===== src/rtl/if_fetch_queue_pkg.sv =====
// ---------------------------------------------------------------------------
// if_fetch_queue_pkg
//   Shared definitions for the instruction-fetch queue:
//     NOP_INST       - encoding of addi x0,x0,0, shown to decode when empty
//     fetch_state_e  - fetch FSM encoding (IDLE, FETCH, STALL, DISCARD)
//     fetch_entry_t  - one queued {pc, inst} pair (64 bits)
//     word_align()   - clears the byte-offset bits of an address
// ---------------------------------------------------------------------------
package if_fetch_queue_pkg;

  localparam logic [31:0] NOP_INST = 32'h0000_0013;

  typedef enum logic [1:0] {
    ST_IDLE    = 2'd0,
    ST_FETCH   = 2'd1,
    ST_STALL   = 2'd2,
    ST_DISCARD = 2'd3
  } fetch_state_e;

  typedef struct packed {
    logic [31:0] pc;
    logic [31:0] inst;
  } fetch_entry_t;

  function automatic logic [31:0] word_align(input logic [31:0] addr);
    return addr & 32'hFFFF_FFFC;
  endfunction

endpackage


===== src/rtl/if_fetch_queue_inst_fifo.sv =====
// ---------------------------------------------------------------------------
// if_fetch_queue_inst_fifo
//   Small synchronous FIFO holding fetched {pc, inst} entries. The head entry
//   is read combinationally from the storage array so a word pushed at one
//   edge is visible to decode right after that edge.
// Ports:
//   clk      in   clock
//   clrn     in   synchronous active-low reset (empties the FIFO)
//   push_i   in   write data_i at the tail
//   pop_i    in   drop the head entry (ignored when empty)
//   flush_i  in   empty the FIFO; overrides push and pop
//   data_i   in   WIDTH-bit entry to write
//   head_o   out  current head entry (stale contents when empty)
//   count_o  out  occupancy, 0..DEPTH
// ---------------------------------------------------------------------------
module if_fetch_queue_inst_fifo #(
  parameter int unsigned DEPTH = 4,
  parameter int unsigned WIDTH = 64
) (
  input  logic                   clk,
  input  logic                   clrn,
  input  logic                   push_i,
  input  logic                   pop_i,
  input  logic                   flush_i,
  input  logic [WIDTH-1:0]       data_i,
  output logic [WIDTH-1:0]       head_o,
  output logic [$clog2(DEPTH):0] count_o
);

  localparam int unsigned PW = $clog2(DEPTH);
  localparam int unsigned CW = PW + 1;
  localparam logic [CW-1:0] FULL_C = CW'(DEPTH);

  logic [WIDTH-1:0] mem_q [DEPTH];
  logic [PW-1:0]    wr_ptr_q, wr_ptr_d;
  logic [PW-1:0]    rd_ptr_q, rd_ptr_d;
  logic [CW-1:0]    count_q, count_d;
  logic             push_ok, pop_ok;

  assign pop_ok  = pop_i && (count_q != '0);
  // A full FIFO can still accept a push when the head leaves in the same cycle.
  assign push_ok = push_i && ((count_q != FULL_C) || pop_ok);

  always_comb begin
    wr_ptr_d = wr_ptr_q;
    rd_ptr_d = rd_ptr_q;
    count_d  = count_q;
    if (flush_i) begin
      wr_ptr_d = '0;
      rd_ptr_d = '0;
      count_d  = '0;
    end else begin
      // Pointers are PW bits wide, so they wrap modulo DEPTH for free.
      if (push_ok) wr_ptr_d = wr_ptr_q + PW'(1);
      if (pop_ok)  rd_ptr_d = rd_ptr_q + PW'(1);
      case ({push_ok, pop_ok})
        2'b10:   count_d = count_q + CW'(1);
        2'b01:   count_d = count_q - CW'(1);
        default: count_d = count_q;
      endcase
    end
  end

  always_ff @(posedge clk) begin
    if (!clrn) begin
      wr_ptr_q <= '0;
      rd_ptr_q <= '0;
      count_q  <= '0;
    end else begin
      wr_ptr_q <= wr_ptr_d;
      rd_ptr_q <= rd_ptr_d;
      count_q  <= count_d;
    end
  end

  // Storage carries no reset; count_q alone decides what is valid.
  always_ff @(posedge clk) begin
    if (push_ok && !flush_i) begin
      mem_q[wr_ptr_q] <= data_i;
    end
  end

  assign head_o  = mem_q[rd_ptr_q];
  assign count_o = count_q;

endmodule


===== src/rtl/if_fetch_queue.sv =====
// ---------------------------------------------------------------------------
// if_fetch_queue
//   Instruction-fetch stage. Owns the PC, fetches words from imem over a
//   req/ack handshake, queues {pc, inst} pairs and presents the head to
//   decode with valid/ready. A taken branch/jump (redirect) flushes the queue
//   and restarts fetching at the new target.
// Ports:
//   clk          in   clock
//   clrn         in   synchronous active-low reset
//   imem_req     out  fetch request, held with stable imem_addr until ack
//   imem_addr    out  word address of the outstanding request
//   imem_ack     in   one-cycle accept, imem_rdata valid in the same cycle
//   imem_rdata   in   fetched instruction
//   redirect     in   flush and refetch from redirect_pc
//   redirect_pc  in   new fetch target (byte offset bits ignored)
//   d_valid      out  head entry valid
//   d_ready      in   decode consumes the head when d_valid & d_ready
//   d_inst       out  head instruction, NOP when empty
//   d_pc         out  head PC, 0 when empty
//   q_count      out  queue occupancy
// ---------------------------------------------------------------------------
module if_fetch_queue
  import if_fetch_queue_pkg::*;
#(
  parameter int unsigned DEPTH    = 4,
  parameter logic [31:0] RESET_PC = 32'h0000_0000,
  parameter logic [31:0] NOP      = NOP_INST
) (
  input  logic                   clk,
  input  logic                   clrn,
  output logic                   imem_req,
  output logic [31:0]            imem_addr,
  input  logic                   imem_ack,
  input  logic [31:0]            imem_rdata,
  input  logic                   redirect,
  input  logic [31:0]            redirect_pc,
  output logic                   d_valid,
  input  logic                   d_ready,
  output logic [31:0]            d_inst,
  output logic [31:0]            d_pc,
  output logic [$clog2(DEPTH):0] q_count
);

  localparam int unsigned CW = $clog2(DEPTH) + 1;
  localparam logic [CW-1:0] DEPTH_C = CW'(DEPTH);

  fetch_state_e  state_q, state_d;
  logic [31:0]   req_pc_q, req_pc_d;   // address currently on imem_addr
  logic [31:0]   next_pc_q, next_pc_d; // target to fetch once IDLE/DISCARD resolve

  logic          fifo_push, fifo_pop, fifo_flush;
  logic [CW-1:0] fifo_count;
  fetch_entry_t  fifo_head;
  fetch_entry_t  push_entry;
  logic [CW-1:0] count_after_pop;
  logic [31:0]   redirect_tgt;

  assign redirect_tgt = word_align(redirect_pc);
  assign push_entry   = '{pc: req_pc_q, inst: imem_rdata};

  // Decode consumes the head whenever it is valid and ready, even during a
  // redirect; squashing that instruction is decode's job.
  assign fifo_pop        = d_valid && d_ready;
  assign count_after_pop = fifo_count - CW'(fifo_pop);

  always_comb begin
    state_d    = state_q;
    req_pc_d   = req_pc_q;
    next_pc_d  = next_pc_q;
    fifo_push  = 1'b0;
    fifo_flush = 1'b0;
    case (state_q)
      ST_IDLE: begin
        state_d  = ST_FETCH;
        req_pc_d = redirect ? redirect_tgt : next_pc_q;
        if (redirect) begin
          next_pc_d  = redirect_tgt;
          fifo_flush = 1'b1;
        end
      end
      ST_FETCH: begin
        if (redirect) begin
          fifo_flush = 1'b1;
          if (imem_ack) begin
            req_pc_d = redirect_tgt;
          end else begin
            // The request cannot be withdrawn: keep it stable, swallow its
            // response, then move to the new target.
            next_pc_d = redirect_tgt;
            state_d   = ST_DISCARD;
          end
        end else if (imem_ack) begin
          fifo_push = 1'b1;
          req_pc_d  = req_pc_q + 32'd4;
          // Keep issuing only while a free slot remains for the next response.
          if ((count_after_pop + CW'(1)) < DEPTH_C) state_d = ST_FETCH;
          else                                      state_d = ST_STALL;
        end
      end
      ST_STALL: begin
        if (redirect) begin
          fifo_flush = 1'b1;
          req_pc_d   = redirect_tgt;
          state_d    = ST_FETCH;
        end else if (fifo_pop) begin
          state_d = ST_FETCH;
        end
      end
      ST_DISCARD: begin
        if (redirect) begin
          fifo_flush = 1'b1;
          next_pc_d  = redirect_tgt;
          if (imem_ack) begin
            req_pc_d = redirect_tgt;
            state_d  = ST_FETCH;
          end
        end else if (imem_ack) begin
          req_pc_d = next_pc_q;
          state_d  = ST_FETCH;
        end
      end
      default: state_d = ST_IDLE;
    endcase
  end

  always_ff @(posedge clk) begin
    if (!clrn) begin
      state_q   <= ST_IDLE;
      req_pc_q  <= RESET_PC;
      next_pc_q <= RESET_PC;
    end else begin
      state_q   <= state_d;
      req_pc_q  <= req_pc_d;
      next_pc_q <= next_pc_d;
    end
  end

  if_fetch_queue_inst_fifo #(
    .DEPTH (DEPTH),
    .WIDTH ($bits(fetch_entry_t))
  ) u_inst_fifo (
    .clk     (clk),
    .clrn    (clrn),
    .push_i  (fifo_push),
    .pop_i   (fifo_pop),
    .flush_i (fifo_flush),
    .data_i  (push_entry),
    .head_o  (fifo_head),
    .count_o (fifo_count)
  );

  assign imem_req  = (state_q == ST_FETCH) || (state_q == ST_DISCARD);
  assign imem_addr = req_pc_q;
  assign d_valid   = (fifo_count != '0);
  assign d_inst    = d_valid ? fifo_head.inst : NOP;
  assign d_pc      = d_valid ? fifo_head.pc   : 32'h0;
  assign q_count   = fifo_count;

endmodule


===== config.mk =====
export PLATFORM = sky130hd
export DESIGN_NAME = if_fetch_queue
export DESIGN_NICKNAME = d
export VERILOG_FILES = /design/src/rtl/if_fetch_queue_pkg.sv /design/src/rtl/if_fetch_queue_inst_fifo.sv /design/src/rtl/if_fetch_queue.sv
export SDC_FILE = /design/constraint.sdc
export NUM_CORES = 1
export LEC_CHECK = 0
export BUFFER_PORTS_ARGS = -buffer_cell sky130_fd_sc_hd__buf_2
export CAP_MARGIN = 20
export CORE_ASPECT_RATIO = 0.5
export CORE_UTILIZATION = 53
export CTS_CLUSTER_DIAMETER = 200
export DETAILED_ROUTE_END_ITERATION = 10
export PLACE_DENSITY_LB_ADDON = 0.12
export SLEW_MARGIN = 0
export SYNTH_ARGS = -nofsm -noshare
export SYNTH_HDL_FRONTEND = slang
export SYNTH_SLANG_ARGS = --single-unit

===== constraint.sdc =====
create_clock -name clk -period 3.7 [get_ports clk]
set_clock_uncertainty 0.15 [all_clocks]
set_input_delay 0.185 -clock clk [delete_from_list [all_inputs] [get_ports clk]]
set_output_delay 0.185 -clock clk [all_outputs]
set_load 0.1 [all_outputs]

==> impl_summary.md <==
Clock tree
In this run, post-CTS hold repair placed 73 buffers. The maximum number of buffers from clock root to sink is 3. The clock-pin transition on the worst setup and hold timing paths is roughly 0.07 ns. The number of setup buffers added after CTS is 0.

Buffers inserted during clock tree synthesis total 30. The root buffer selected by CTS is sky130_fd_sc_hd__clkbuf_16. The clock reaches the later pin of the worst-skew pair after 0.58 ns.

The clock sink count is 331. Once the clock tree was built, the resizer swapped 0 gates to a different size. TritonCTS built the clock tree. The number of H-tree branching levels is 1.

Place
The detailed-placement wirelength estimate is 23650 um. The count of buffers added on input and output ports is between 150 and 200. The placed standard-cell area is 16370 um^2. The final weighted congestion in routability-driven placement is 0.8666.

Status
The run finished with clean final reports.

Floorplan
After floorplanning, the core was divided into 43 placement rows. The floorplan die width is 240.4 um. From bottom edge to top edge, the die measures 121.2 um. The I/O pin total is 170. The full die area is between 20000 and 30000 um^2.

The total area inside the core boundary comes to 27820 um^2. For this configuration, the core starts out at a cell density of between 50% and 60%.

Run
The tool flagged a number of max-cap violations equal to 0.

STA
The worst-case headroom to the max-slew limit is ~33%. The slew at the pin with the worst max-slew slack is 1.011 ns. The aggregate negative setup slack is 0 ns. Setup repair after global routing left no endpoint under its margin. Setup violations remaining at the end of the flow were counted as 0.

The highest clock rate is 307.5 MHz. The number of slew-limit violations in the final report is 0. The hold violation total from the final report is 0. The worst hold slack across all endpoints is 0.1030 ns.

The clock period could shrink to 3.252 ns. In the finished design, the share of the clock period the worst path needs comes to a little under 90%.

Detailed routing
The via density per instance is 6.039. The number of routed nets with antenna violations is 0. The average wire length per cell after detail routing is 21.88 um. For this run, design rule violations remaining after detail routing come to 0. The routed layout has 10470 vias. The wire length the detailed router placed on met1 is 16640 um. The DRC marker count from the first detailed-route iteration is 886. After detailed routing, no signal wire sits above met4. The length of the first detailed-routing pass in iterations is 6. The total wire length is about 38000 um.

After detailed routing, the met3 layer carries roughly 2600 um of wire. Summed over all nets, wire length on met2 after detailed routing comes to roughly 18000 um.

Final layout
Cells fill 65.17% of the core in the end. In the layout the commonest cells are 256 x sky130_fd_sc_hd__edfxtp_1, 167 x sky130_fd_sc_hd__buf_2, 105 x sky130_fd_sc_hd__nand2_1, 73 x sky130_fd_sc_hd__dlygate4sd3_1, 73 x sky130_fd_sc_hd__dfxtp_1. The number of fillers in the final layout is 2077.

The finished cells cover 18130 um^2. The area used by multi-input combinational logic is 5425 um^2. Leaving out fill and tap cells, the most frequent cell in the layout is sky130_fd_sc_hd__edfxtp_1.

The final layout contains 1407 nets. The share of cells above drive strength 1 is 24.89%. The area growth from synthesis to final layout is 20.34%.

The sequential cells in the finished layout cover a total of ~9200 um^2.

Yosys
The synthesized netlist cell count is 1110. The synthesis-stage register bit count is roughly 330. Summed over its instances, the top area cell type makes up 51.04% of the synthesized netlist area. For this run, the number of Yosys warnings is 0.

The number of nets produced by synthesis is 1190. The most used flip-flop cell after synthesis is sky130_fd_sc_hd__edfxtp_1. The number of enable flip-flop cells after synthesis is 256.

Sorting the synthesized cells by area gives the leading types as sky130_fd_sc_hd__edfxtp_1 51%, sky130_fd_sc_hd__dfxtp_1 10%, sky130_fd_sc_hd__mux4_2 9.6%. The proportion of synthesized chip area in sequential cells is 61.01%. The cell area that synthesis handed to floorplanning was about 15000 um^2. sky130_fd_sc_hd__edfxtp_1 takes more of the synthesized area than any other cell.

The unique cell type count in the Yosys netlist is 70. After synthesis, the share of flip-flops with an asynchronous set or reset is 0%. A synthesized cell averages 13.57 um^2.

Power
Power spread over the standard cell area amounts to 502.6 nW/um^2. Sequential cells account for 48.1% of the total power. The net switching power is 2.656 mW.

The design internal power is 6.454 mW. Summed over all cells, the static leakage comes to 6.542 nW. The clock share of power is roughly 36%.

The maximum resistive drop on vdd is between 0.3 and 0.4 mV. Net switching is about 30% of the power. In this run, the combinational gates consume 16.1% of the power.

GRT
Entering global routing, the biggest net connects 64 pins. The first-pass GRT wire length is 57410 um. The via count of the first global-routing pass is 9989.

Global routing used 26.28% of the available tracks across all layers. The sum of overflow across all layers after global routing is 0. The number of antenna violations at the first check in global routing came to 0.

Min path
The min-delay analysis places its worst path in the category primary input to register.

Critical path
Data on the critical path arrives at its endpoint at 3.62 ns. The largest fanout on the critical path is 32. The worst setup path is launched from a register. The required time reported for the critical path endpoint is between 4 and 5 ns.

For flop-to-flop paths, the worst setup slack is 0.45 ns. The worst setup path is captured at a register. The critical path in this run is classified as register to register.
[kinds of logic (layout without fill, tap and decap cells)]
family / after synthesis / after routing / synth area share, %
multiplexers: 107 / 107 / 12.44
flip-flops: 331 / 331 / 61.01
AND/OR/NAND/NOR: 310 / 310 / 10.69
adder cells (fa/ha/maj): 11 / 11 / 0.9636
buffers and inverters: 104 / 344 / 3.040
AO/OA/AOI/OAI: 233 / 233 / 11.04
other: 0 / 1 / 0
XOR/XNOR: 14 / 14 / 0.8141
[worst paths after layout]
| path | start | depth (start not counted) | end |
|---|---|---|---|
| worst max-delay path | state_q[1] | 9 | next_pc_q[8] |
| worst min register to register | next_pc_q[16] | 2 | next_pc_q[16] |
| worst max register to register | state_q[1] | 9 | next_pc_q[8] |
| worst min-delay path | redirect | 5 | u_inst_fifo.count_o[2] |
[area by class of cell]
cell class | instances | area share [%]
sequential | 331 | 50.72
multi-input combinational | 675 | 29.93
timing repair buffer | 274 | 10.74
clock buffer | 36 | 4.321
tap | 382 | 2.637
clock inverter | 19 | 1.325
inverter | 15 | 0.3106
antenna | 1 | 0.01381
[Yosys cell counts, drive strengths merged, types with 10 or more instances]
cell / number
nand3: 26
dfxtp: 75
buf: 46
and2: 67
o211ai: 16
nor3: 14
nor2: 27
o21ai: 38
inv: 14
mux2i: 41
ha: 10
a31oi: 12
a21boi: 35
a22oi: 10
nand4: 16
nand2: 105
a21oi: 35
mux4: 64
clkbuf: 43
edfxtp: 256
a221oi: 15
[sequential cells by signal, summed over array words and instances, names as in the netlist, named ones only]
register / cells
next_pc_q: 32
u_inst_fifo.mem_q: 256
u_inst_fifo.count_o: 3
state_q: 2
imem_addr: 32
u_inst_fifo.rd_ptr_q: 2
u_inst_fifo.wr_ptr_q: 2
[power by group through the flow]
stage	sequential [mW]	clock [mW]	combinational [mW]
detailed placement	4.46	0	1.39
global placement	4.44	0	1.37
floorplan	4.72	0	0.728
finish	4.38	3.26	1.47
CTS	4.38	3.31	1.46
global route	4.40	3.48	1.55
[worst max-delay path, cell delays in order, from the launching register on]
cell and delay, ns:
sky130_fd_sc_hd__dfxtp_1 0.36, sky130_fd_sc_hd__inv_1 0.10, sky130_fd_sc_hd__ha_1 0.21, sky130_fd_sc_hd__buf_4 0.30, sky130_fd_sc_hd__inv_1 0.18, sky130_fd_sc_hd__a22oi_1 0.27
sky130_fd_sc_hd__or2_2 0.70, sky130_fd_sc_hd__nand2_1 0.11, sky130_fd_sc_hd__a21boi_0 0.21, sky130_fd_sc_hd__dlygate4sd3_1 0.57
[through the flow]
stage                     total power [mW]  setup slack [ns]  instances
after floorplan                      5.448            0.4600       1110
after global placement               5.808            0.9375       1604
after detailed placement             5.846            0.7508       1604
after CTS                            9.143            0.5617       1732
after global routing                 9.432            0.2350       1732
final                                9.110            0.4481       1733
[metal layers]
| layer | global-route usage (%) | vias up |
|---|---|---|
| li1 | - | 4751 |
| met2 | 42.03 | 437 |
| met5 | 0 | - |
| met1 | 37.46 | 5209 |
| met4 | 6.887 | 0 |
| met3 | 4.481 | 69 |
(Power assumes the default switching activity.)
